$ cat config.mk
export PLATFORM = sky130hd
export DESIGN_NAME = prio_enc_arb
export DESIGN_NICKNAME = d
export VERILOG_FILES = /design/src/rtl/prio_enc_arb.sv
export SDC_FILE = /design/constraint.sdc
export NUM_CORES = 1
export LEC_CHECK = 0
export ABC_CLOCK_PERIOD_IN_PS = 1600
export CAP_MARGIN = 15
export CORE_AREA = 2 2 39 41
export DETAILED_ROUTE_END_ITERATION = 7
export DIE_AREA = 0 0 41 43
export PLACE_DENSITY = 0.49
export SLEW_MARGIN = 40
export SYNTH_ARGS = -nofsm -noshare
export SYNTH_HDL_FRONTEND = slang
export SYNTH_SLANG_ARGS = --single-unit
export TNS_END_PERCENT = 100
$ cat constraint.sdc
create_clock -name clk -period 1.6 [get_ports clk]
set_clock_uncertainty 0.1 [all_clocks]
set_input_delay 0.32 -clock clk [delete_from_list [all_inputs] [get_ports clk]]
set_output_delay 0.32 -clock clk [all_outputs]
set_load 0.05 [all_outputs]
$ cat src/rtl/prio_enc_arb.sv
// Registered N-input priority encoder / arbiter: latches request pulses into a
// pending vector and hands one winner at a time to a valid/ready consumer.
//
// state | meaning
// IDLE  | no grant presented; picks a winner whenever pending is non-zero
// GRANT | out_idx/out_valid held stable until the consumer raises out_ready
module prio_enc_arb #(
    parameter int N    = 4,
    parameter int MODE = 0,
    localparam int W   = (N > 1) ? $clog2(N) : 1
) (
    input  logic         clk,
    input  logic         rst,
    input  logic [N-1:0] req_in,
    input  logic         out_ready,
    output logic         out_valid,
    output logic [W-1:0] out_idx,
    output logic [N-1:0] pending
);

    typedef enum logic {
        IDLE  = 1'b0,
        GRANT = 1'b1
    } state_t;

    state_t         state;
    state_t         state_next;
    logic [W-1:0]   rr_ptr;
    logic [W-1:0]   rr_next;
    logic [W-1:0]   idx_next;
    logic           valid_next;
    logic [N-1:0]   pending_next;
    logic [N-1:0]   clr_mask;
    logic [W-1:0]   sel_idx;
    logic [W:0]     cand;
    logic           accept;

    assign accept = out_valid & out_ready;

    // Winner selection from the registered pending vector.
    always_comb begin
        sel_idx = '0;
        cand    = '0;
        if (MODE == 0) begin
            for (int i = 0; i < N; i++) begin
                if (pending[i]) sel_idx = W'(i);
            end
        end else begin
            // Walk offsets from farthest to nearest so the first set bit at or
            // above rr_ptr (wrapping at N, not 2^W) is the last one assigned.
            for (int k = N - 1; k >= 0; k--) begin
                cand = {1'b0, rr_ptr} + (W + 1)'(k);
                if (cand >= (W + 1)'(N)) cand = cand - (W + 1)'(N);
                if (pending[cand[W-1:0]]) sel_idx = cand[W-1:0];
            end
        end
    end

    always_comb begin
        state_next = state;
        idx_next   = out_idx;
        valid_next = out_valid;
        rr_next    = rr_ptr;
        clr_mask   = '0;

        if (accept) clr_mask[out_idx] = 1'b1;

        case (state)
            IDLE: begin
                if (|pending) begin
                    idx_next   = sel_idx;
                    valid_next = 1'b1;
                    state_next = GRANT;
                end
            end
            GRANT: begin
                if (out_ready) begin
                    valid_next = 1'b0;
                    state_next = IDLE;
                    rr_next    = (out_idx == W'(N - 1)) ? '0 : out_idx + W'(1);
                end
            end
            default: begin
                state_next = IDLE;
                valid_next = 1'b0;
            end
        endcase

        // A request arriving in the same cycle as its own acceptance survives.
        pending_next = (pending & ~clr_mask) | req_in;
    end

    always_ff @(posedge clk or posedge rst) begin
        if (rst) begin
            state     <= IDLE;
            out_idx   <= '0;
            out_valid <= 1'b0;
            rr_ptr    <= '0;
            pending   <= '0;
        end else begin
            state     <= state_next;
            out_idx   <= idx_next;
            out_valid <= valid_next;
            rr_ptr    <= rr_next;
            pending   <= pending_next;
        end
    end

endmodule

# Word level (Yosys, flattened, before mapping)
# Index checks and enable logic that the tools add are counted.
dict set report totals {
  register_bits 8
  in_bits 7
  out_inout_bits 7
  word_cells 29
}
dict set report classes {
  order_cmp 2
  n_eq_ne 2
  n_mux 12
  bitwise 5
  n_reduce_logical 4
}
# operator count
set op_table {}
lappend op_table {{$mux 1} 6}
lappend op_table {{$and 4x4->4} 1}
lappend op_table {{$mux 2} 2}
lappend op_table {{$mux 4} 1}
lappend op_table {{$ne 2x2->1 const B} 2}
lappend op_table {{$not 4->4} 1}
lappend op_table {{$or 4x4->4} 1}
lappend op_table {{$pmux 1 s2} 2}
lappend op_table {{$reduce_and 2->1} 2}
lappend op_table {{$reduce_or 4->1} 1}
lappend op_table {{$lt 2x3->1 const B} 1}
lappend op_table {{$demux 1 s2} 1}
lappend op_table {{$ge 2x1->1 const B} 1}
lappend op_table {{$and 1x1->1} 1}
lappend op_table {{$logic_and 1x1->1} 1}
lappend op_table {{$not 1->1} 1}

# Depth between registers and ports, before layout
# Gate-level depths: netlist of the first run.
dict set report depth {
  depth_word 8
  mapped_depth 3
  ltp_nobuf 3
}

# Worst setup path before layout of the first run
# No wires, ideal clock.
dict set report synth_path {
  path_kind {reg2reg}
  start {register out_idx[1]}
  end {register pending[1]}
  setup_ps 118
  t_arrival_ps 1012
  required_ps 1382
  setup_slack_ps 370
  stages_incl_launch_ff 3
  path_buffers 0
  period_less_slack_ps 1230
  path_cell_list {dfrtp_1 > nand4b_1 > a21o_1}
}
dict set report synth_between {
  elab_chain_len 8
  elab_cells_between_ends 9
  cone_classes {order compare (2); mux (3); bitwise (3); reduce/logical (1)}
}
# element line_no
set synth_rtl {}
lappend synth_rtl {{start: declaration} 17} ;# output logic [W-1:0] out_idx,
lappend synth_rtl {{start signal: assignment} 102} ;# out_idx <= idx_next;
lappend synth_rtl {{$lt 2x3->1 (implied by the code) / $ge 2x1->1 (equally long branches)} 66} ;# if (accept) clr_mask[out_idx] = 1'b1;
lappend synth_rtl {{$logic_and 1x1->1 (implied by the code)} 66}
lappend synth_rtl {{$mux 1 (implied by the code)} 66}
lappend synth_rtl {{$demux 1 s2 (*)} 66}
lappend synth_rtl {{$mux 4 (*)} 66}
lappend synth_rtl {{$not 4->4 (*)} 90} ;# pending_next = (pending & ~clr_mask) | req_in;
lappend synth_rtl {{$and 4x4->4 (*)} 90}
lappend synth_rtl {{$or 4x4->4 (*)} 90}
lappend synth_rtl {{named net pending_next[1]} 32} ;# logic [N-1:0] pending_next;
lappend synth_rtl {{end signal: assignment} 105} ;# pending <= pending_next;
lappend synth_rtl {{end: declaration} 18} ;# output logic [N-1:0] pending
# The timed path passes the listed nets; every way through them passes the cells marked *.
# A chain may end at the register's enable or synchronous reset.

# Worst setup path in the final report of the first run
dict set report layout_path {
  start {register out_valid}
  end {output out_valid}
}
# element line_no
set layout_lines {}
lappend layout_lines {{start: declaration} 16} ;# output logic out_valid,
lappend layout_lines {{start signal: assignment} 103} ;# out_valid <= valid_next;
# No word-level cell between the ends.

==> results.py, run 1 <==
metrics = {
    "status": {
        "run_status": "finished clean",
    },
    "cts": {
        "cts_hold_buf": 0,
        "cts_buffers": 3,
        "cts_tree": "built",
        "cts.sinks": 8,
        "post-cts-setup-buffers": 0,
        "clk_pin_slew_worst_paths_ns": 0.05,
        "cts_resized": 0,
        "cts.path.max_buffers": 2,
        "insertion_delay_ns": 0.26,
        "cts_max_level": 1,
        "clockRootBuffer": "clkbuf_4",
    },
    "worst_setup_path": {
        "worst_r2r_endpoint": "out_valid",
        "endpoint_kind": "output port",
        "cp_slowest_cell": "dfrtp_1",
        "cp_max_fo": 6,
        "start_kind": "flip-flop",
        "reg2reg_depth": 3,
        "critPathMaxStageDelay_ns": 0.47,
        "criticalPathCategory": "reg2out",
        "critPathBufInv": 1,
        "path_cells": "buf_12",
        "r2r_setup_slack_ns": 0.52,
        "crit_required_ns": 1.18,
        "worstPathArrival_ns": 0.91,
        "cp_top_family": "flip-flops",
        "reg2reg_from": "pending[2]",
        "crit_start": "out_valid",
    },
    "floorplan": {
        "core-area_um2": 1380,
        "die_w_um": 41,
        "dieHeight_um": 43,
        "design.die.area_um2": 1760,
        "initial_utilization": 0.244,
        "rows": 14,
        "ios": 14,
    },
    "global_routing": {
        "grtUsageTotal": 0.109,
        "globalRouteOverflowTotal": 0,
        "grt_pass1_vias": 291,
        "grt_max_degree": 9,
        "antenna_found_initial": 0,
        "grt_pass1_wl_um": 1210,
    },
    "drt": {
        "route.vias.total": 319,
        "drt-pass1-iter-count": 4,
        "drt_iter0_drc": 10,
        "drtAntennaViolNets": 0,
        "routedWlPerCell_um": 11.5,
        "wl_um": 757,
        "drc": 0,
        "viasPerCell": 4.83,
    },
    "sta": {
        "period_needed_ns": 1.33,
        "fin_ws_ns": 0.273,
        "min_period_over_period": 0.829,
        "tns_ns": 0,
        "clock.fmax_mhz": 754,
        "setup_viol": 0,
        "hold_violations": 0,
        "rsz0062_at_grt": "no",
        "relSlewSlack": 0.797,
        "worst_slew_pin_slew_ns": 0.304,
        "slew_violations": 0,
    },
    "yosys": {
        "yosysSeqAreaShare": 0.593,
        "syn-cell-area_um2": 338,
        "ys_warn_count": 0,
        "netlist_instances": 34,
        "synth-seq-cells": 8,
        "netlist-cell-type-count": 13,
        "syn_area_per_cell_um2": 9.94,
        "synth_nets": 41,
    },
    "placed_design": {
        "gp_congestion": 0.807,
        "numPortBuffers": 13,
        "hpwl_um": 575,
        "dpl_worst_slack_ns": 0.173,
    },
    "flow_run": {
        "cap_violations": 0,
    },
    "layout": {
        "drive_gt1_frac": 0.200,
        "register_area_um2": 200,
        "final_util": 0.420,
        "nFillCells": 137,
        "nets": 59,
        "diodes": 0,
        "multiInputGateArea_um2": 126,
        "syn2layout_area_growth_pct": 71.9,
    },
    "hold_path": {
        "hp-class": "in2async",
    },
    "power_and_ir_drop": {
        "ir_drop_mv": 0.325,
        "powerDensity_nw_per_um2": 1020,
        "p_leak_nw": 0.247,
    },
}
[per-layer routing]
metal,vias up,track usage,part of all wire
li1,151,-,-
met1,147,0.126,0.43
met4,0,0.100,0.049
met5,-,0,0
met3,5,0.0366,0.069
met2,16,0.150,0.45
[cell families after synthesis]
logic type | count (synthesis) | share of synthesized area
AND/OR/NAND/NOR | 12 | 0.170
flip-flops | 8 | 0.593
buffers and inverters | 3 | 0.0333
AO/OA/AOI/OAI | 11 | 0.204
[cell usage in the layout, fill, tap and decap left out]
master,count
a21o_1,3
a21oi_1,1
a22o_1,1
buf_12,7
clkbuf_4,3
clkdlybuf4s50_1,6
dfrtp_1,8
inv_1,3
nand2_1,2
nand2b_1,1
nand3_1,2
nand4_1,1
nand4b_1,1
nor2_1,5
o21a_1,1
o21ai_0,5
[Yosys cell counts (all sizes together)]
library cell	n	share of area
nand4	1	0.019
o21ai	5	0.074
dfrtp	8	0.59
nand2	2	0.022
nand4b	1	0.026
a21o	3	0.067
inv	3	0.033
nand3	2	0.030
o21a	1	0.022
nand2b	1	0.019
nor2	5	0.056
a22o	1	0.026
a21oi	1	0.015
[report_power, final]
group          internal [mW]  switching (mW)
Combinational         0.0924          0.0859
Sequential             0.221          0.0370
Clock                 0.0860          0.0706
Total                  0.400           0.194
[final cells by class]
cell class / count / share of cell area
Timing Repair Buffer: 13 / 0.345
Tap cell: 16 / 0.0345
Multi-Input combinational cell: 23 / 0.218
Clock buffer: 3 / 0.0388
Inverter: 3 / 0.0194
Sequential cell: 8 / 0.345
[flip-flops by register name (all words and copies together) (netlist names)]
name	count
out_idx	2
pending	4
out_valid	1
state	1
[stage by stage]
stage	total power, mW	hold WS [ns]	instance area (µm²)	cells
2_1_floorplan	0.334	0.0357	338	34
3_3_place_gp	0.440	0.471	558	63
3_5_place_dp	0.442	0.468	558	63
4_1_cts	0.601	0.215	581	66
5_1_grt	0.626	0.263	581	66
6_report	0.593	0.202	581	66
[worst max-delay path by stage]
stage | to | cells after the start
after global routing | out_valid | 1
after CTS | out_valid | 1
final | out_valid | 1
after detailed placement | out_valid | 3
after floorplan | pending[1] | 2
after global placement | out_valid | 3
No activity file was read; power rests on OpenSTA's default activity.
==> run 2: changes to the inputs <==
--- a/config.mk
+++ b/config.mk
@@ -5,12 +5,12 @@
 export SDC_FILE = /design/constraint.sdc
 export NUM_CORES = 1
 export LEC_CHECK = 0
-export ABC_CLOCK_PERIOD_IN_PS = 1600
+export ABC_CLOCK_PERIOD_IN_PS = 1100
 export CAP_MARGIN = 15
 export CORE_AREA = 2 2 39 41
 export DETAILED_ROUTE_END_ITERATION = 7
 export DIE_AREA = 0 0 41 43
-export PLACE_DENSITY = 0.49
+export PLACE_DENSITY = 0.51
 export SLEW_MARGIN = 40
 export SYNTH_ARGS = -nofsm -noshare
 export SYNTH_HDL_FRONTEND = slang
==> constraint.sdc (replaced) <==
create_clock -name clk -period 1.1 [get_ports clk]
set_clock_uncertainty 0.1 [all_clocks]
set_input_delay 0.22 -clock clk [delete_from_list [all_inputs] [get_ports clk]]
set_output_delay 0.22 -clock clk [all_outputs]
set_load 0.05 [all_outputs]
==> run 2 against run 1 <==
  * The flow now finishes with violations (negative setup slack)
  * Register-to-register slack worse by 0.54 ns
  * Via count is 6.6% higher
  * Sequential cell count unchanged
  * Combinational power increased by 93%
  * Worst setup slack got worse by 0.37 ns
  * Power up 61%
  * Sequential power is 42% higher
  * Count of clock-buffer cells in the layout grew 1
  * Sequential share of layout area decreased by 4.0 points
  * Design area up 18%
  * Critical path depth unchanged
  * Utilization up 7.6 points
==> results.py, run 2 (synthesis results as in run 1) <==
metrics = {
    "cts": {
        "insertion_delay_ns": 0.26,
        "clk_pin_slew_worst_paths_ns": 0.06,
        "cts.sinks": 8,
        "clockRootBuffer": "clkbuf_4",
        "cts_hold_buf": 0,
        "cts_max_level": 1,
        "cts_tree": "built",
        "cts.path.max_buffers": 2,
        "cts_buffers": 3,
    },
    "placed_design": {
        "hpwl_um": 564,
        "numPortBuffers": 13,
        "dpl_worst_slack_ns": -0.224,
        "post-place-cells": 63,
        "gp_congestion": 0.710,
    },
    "power_and_ir_drop": {
        "p_comb_frac": 0.358,
        "power.internal_mw": 0.644,
        "p_sw_mw": 0.313,
        "ir_drop_mv": 0.537,
        "pwr-share-seq": 0.382,
        "clkPwrFrac": 0.260,
        "p_leak_nw": 0.283,
        "powerDensity_nw_per_um2": 1400,
        "swShare": 0.327,
    },
    "floorplan": {
        "initial_utilization": 0.244,
        "die_w_um": 41,
        "dieHeight_um": 43,
        "rows": 14,
        "core-area_um2": 1380,
        "ios": 14,
        "design.die.area_um2": 1760,
    },
    "layout": {
        "syn2layout_area_growth_pct": 103,
        "drive_gt1_frac": 0.483,
        "reg.largest.list": "pending (4), out_idx (2)",
        "final_util": 0.495,
        "largest_register_ffs": 4,
        "stdcell_count": 74,
        "nFillCells": 133,
        "diodes": 0,
        "nets": 66,
        "regMostFlops": "pending",
        "final_cell_mix": "7 x dfrtp_2, 7 x buf_12, 6 x clkdlybuf4s50_1, 4 x o21ai_0, 4 x buf_6",
    },
    "global_routing": {
        "antenna_found_initial": 0,
        "grtUsageTotal": 0.122,
        "grt_pass1_vias": 304,
        "grt_pass1_wl_um": 1320,
        "globalRouteOverflowTotal": 0,
        "grt_max_degree": 9,
    },
    "sta": {
        "fin_ws_ns": -0.101,
        "period_needed_ns": 1.20,
        "whs_ns": 0.0990,
        "slew_violations": 0,
        "rsz0062_at_grt": "yes",
        "min_period_over_period": 1.09,
        "worst_slew_pin_slew_ns": 0.312,
        "relSlewSlack": 0.792,
        "tns_ns": -0.500,
        "hold_violations": 0,
        "clock.fmax_mhz": 832,
        "setup_viol": 10,
    },
    "status": {
        "violations": "negative setup slack",
        "run_status": "finished with violations",
    },
    "drt": {
        "drt-pass1-iter-count": 4,
        "drtAntennaViolNets": 0,
        "viasPerCell": 4.59,
        "drc": 0,
        "drt_iter0_drc": 6,
        "route.vias.total": 340,
        "wl_um": 902,
        "routedWlPerCell_um": 12.2,
    },
    "worst_setup_path": {
        "cp_slowest_cell": "dfrtp_2",
        "r2r_setup_slack_ns": -0.02,
        "reg2reg_from": "pending[1]",
        "cp_top_family": "flip-flops",
        "criticalPathCategory": "reg2out",
        "crit_required_ns": 0.78,
        "path_cells": "buf_12",
        "cp_max_fo": 5,
        "critPathMaxStageDelay_ns": 0.45,
        "worst_r2r_endpoint": "state",
        "cp_num_cells": 1,
        "crit_start": "out_valid",
        "endpoint_kind": "output port",
        "crit_end": "out_valid",
        "critPathBufInv": 1,
        "start_kind": "flip-flop",
        "reg2reg_depth": 4,
        "worstPathArrival_ns": 0.88,
    },
    "flow_run": {
        "cap_violations": 0,
    },
    "hold_path": {
        "hp-class": "in2async",
    },
}
## run 2: cell types whose count changed in the layout (fill, tap and decap cells not counted)
cell,delta
nor2_1,-3
nor2_4,+3
nand2_1,-1
buf_4,+3
o21ai_0,-1
buf_6,+4
dfrtp_2,+7
clkbuf_1,+1
dfrtp_1,-7
o21ai_1,+1
nand2_2,+1
## run 2: worst min path at each step
| stage | from | to | slack, ns | cells after the start |
|---|---|---|---|---|
| after floorplan | rst | state | -0.06 | 1 |
| after global placement | rst | state | 0.39 | 2 |
| after detailed placement | rst | state | 0.39 | 2 |
| after CTS | rst | pending[3] | 0.11 | 2 |
| after global routing | rst | pending[3] | 0.14 | 2 |
| final | rst | pending[3] | 0.1 | 2 |
## run 2: routing by layer
layer	global-route usage	part of all wire	up-vias	routed length, µm
met4	0.100	0.020	0	18
met5	0	0	-	0
li1	-	-	167	-
met2	0.166	0.51	12	463
met3	0.0681	0.059	4	53
met1	0.132	0.41	157	367
## run 2: layout make-up
cell class / count / area, µm² / area share
sequential: 8 / 209 / 0.305
multi-input combinational: 23 / 151 / 0.221
clock buffer: 4 / 26.3 / 0.0383
tap: 16 / 20.0 / 0.0292
timing repair buffer: 20 / 268 / 0.391
inverter: 3 / 11.3 / 0.0164
## run 2: power groups by stage
| stage | Combinational, mW | Sequential [mW] | Clock, mW |
|---|---|---|---|
| floorplan | 0.0404 | 0.452 | 0 |
| global placement | 0.264 | 0.386 | 0 |
| detailed placement | 0.265 | 0.385 | 0 |
| CTS | 0.319 | 0.363 | 0.260 |
| global route | 0.362 | 0.368 | 0.279 |
| finish | 0.343 | 0.366 | 0.249 |
## run 2: timing repair
| item | 4_1_cts | 5_1_grt |
|---|---|---|
| pin swaps | 0 | 1 |
| resized for setup | 2 | 9 |
| setup endpoints to repair | 7 | 11 |
| hold endpoints to repair | 0 | 0 |
| buffers inserted | 6 | 1 |
## run 2: metrics by stage
stage                     total power, mW  area [µm²]
after floorplan                     0.492         349
after global placement              0.650         569
after detailed placement            0.650         569
after CTS                           0.942         647
after global routing                 1.01         686
final                               0.957         686
==> run 3: changes to the inputs <==
--- a/config.mk
+++ b/config.mk
@@ -11,6 +11,7 @@
 export DETAILED_ROUTE_END_ITERATION = 7
 export DIE_AREA = 0 0 41 43
 export PLACE_DENSITY = 0.51
+export SETUP_SLACK_MARGIN = 0.15
 export SLEW_MARGIN = 40
 export SYNTH_ARGS = -nofsm -noshare
 export SYNTH_HDL_FRONTEND = slang
==> run 3 against run 2 <==
  * The run still ends with negative setup slack left
  * Power grew 0.31%
  * Largest power group unchanged
  * Worst setup slack gained 0.028 ns
  * Via count grew 0.59%
  * Routed wire length shrank 7.9%
  * Clock power is essentially flat
  * Global-route usage shrank 0.17 points
  * Register-to-register slack lost 0.05 ns
  * Sequential power shrank 1%
  * Maximum frequency grew 2.4%
  * First-iteration DRC count shrank 83%
  * Sequential cell count is the same
==> results.py, run 3 (synthesis results as in run 1) <==
metrics = {
    "placed_design": {
        "numPortBuffers": 13,
        "gp_congestion": 0.783,
        "post-place-cells": 63,
        "dpl_worst_slack_ns": -0.213,
        "hpwl_um": 535,
        "placedInstanceArea_um2": 569,
    },
    "sta": {
        "hold_violations": 0,
        "relSlewSlack": 0.795,
        "fin_ws_ns": -0.0734,
        "clock.fmax_mhz": 852,
        "rsz0062_at_grt": "yes",
        "whs_ns": 0.0983,
        "worst_slew_pin_slew_ns": 0.307,
        "tns_ns": -0.540,
        "period_needed_ns": 1.17,
        "setup_viol": 10,
        "min_period_over_period": 1.07,
        "slew_violations": 0,
    },
    "layout": {
        "nFillCells": 134,
        "drive_gt1_frac": 0.492,
        "final_cell_mix": "7 x dfrtp_2, 7 x buf_12, 5 x clkdlybuf4s50_1, 5 x buf_6",
        "syn2layout_area_growth_pct": 103,
        "stdcell_count": 75,
        "final_cell_area_um2": 686,
        "reg.largest.list": "pending (4), out_idx (2)",
        "register_area_um2": 209,
        "diodes": 0,
        "largest_register_ffs": 4,
        "multiInputGateArea_um2": 141,
        "final_util": 0.495,
        "nets": 67,
        "regMostFlops": "pending",
    },
    "global_routing": {
        "globalRouteOverflowTotal": 0,
        "grtUsageTotal": 0.121,
        "met1_usage": 0.170,
        "use_met2": 0.153,
        "met3_usage": 0.0681,
        "busiest_layer": "met1",
        "grt_pass1_vias": 307,
        "grt_max_degree": 9,
        "grt_pass1_wl_um": 1360,
        "antenna_found_initial": 0,
    },
    "power_and_ir_drop": {
        "powerDensity_nw_per_um2": 1400,
        "ir_drop_mv": 0.951,
        "p_leak_nw": 0.289,
        "fin_total_pwr_mw": 0.960,
    },
    "drt": {
        "routedWlPerCell_um": 11.1,
        "viasPerCell": 4.56,
        "drt-pass1-iter-count": 2,
        "drt_iter0_drc": 1,
        "drc": 0,
        "wl_um": 831,
        "drtAntennaViolNets": 0,
        "route.vias.total": 342,
    },
    "floorplan": {
        "core-area_um2": 1380,
        "initial_utilization": 0.244,
        "rows": 14,
        "ios": 14,
        "die_w_um": 41,
        "dieHeight_um": 43,
        "design.die.area_um2": 1760,
    },
    "worst_setup_path": {
        "r2r_setup_slack_ns": -0.07,
        "crit_required_ns": 1.14,
        "criticalPathCategory": "reg2reg",
        "cp_max_fo": 4,
        "start_kind": "flip-flop",
        "reg2reg_depth": 4,
        "endpoint_kind": "flip-flop",
        "worst_r2r_endpoint": "out_valid",
        "reg2reg_from": "pending[1]",
        "worstPathArrival_ns": 1.21,
    },
    "cts": {
        "insertion_delay_ns": 0.26,
        "cts_max_level": 1,
        "cts_hold_buf": 0,
        "cts.path.max_buffers": 2,
        "cts.sinks": 8,
        "cts_tree": "built",
        "clockRootBuffer": "clkbuf_4",
        "cts_buffers": 3,
        "clk_pin_slew_worst_paths_ns": 0.07,
    },
    "status": {
        "run_status": "finished with violations",
        "violations": "negative setup slack",
    },
    "flow_run": {
        "cap_violations": 0,
    },
    "hold_path": {
        "hp-class": "in2async",
    },
}
==> run 3: repair_timing <==
item	4_1_cts	5_1_grt
endpoints found under the setup margin	14	15
pin swaps	4	2
setup buffers	7	1
resized for setup	6	7
==> run 3: how the worst max path moves through the flow <==
stage / start / end / depth (start not counted)
6_report: pending[1] / out_valid / 4
3_3_place_gp: out_ready / out_valid / 3
5_1_grt: pending[2] / out_valid / 4
4_1_cts: pending[2] / pending[2] / 1
2_1_floorplan: pending[2] / out_valid / 3
3_5_place_dp: out_ready / out_valid / 3
==> run 3: worst max-delay path: stages, from the launching register on <==
cell	delay, ns
dfrtp_2	0.43
buf_6	0.13
nor2_1	0.13
nand2_2	0.08
a22o_1	0.17
==> run 3: final cells by class <==
type                    instances  share of cell area
repair buffers                 21               0.405
flip-flops and latches          8               0.305
multi-input cells              23               0.206
clock buffers                   4              0.0383
well taps                      16              0.0292
inverters                       3              0.0164
==> run 3: per-layer routing <==
metal,vias up,wire length [µm]
met1,161,375
li1,168,-
met5,-,0
met4,0,0
met3,0,63
met2,13,392
==> run 3: power by group <==
group	total [mW]	internal, mW	switching (mW)
combinational	0.347	0.185	0.162
sequential	0.362	0.327	0.0356
clock	0.252	0.139	0.112
total	0.960	0.651	0.310
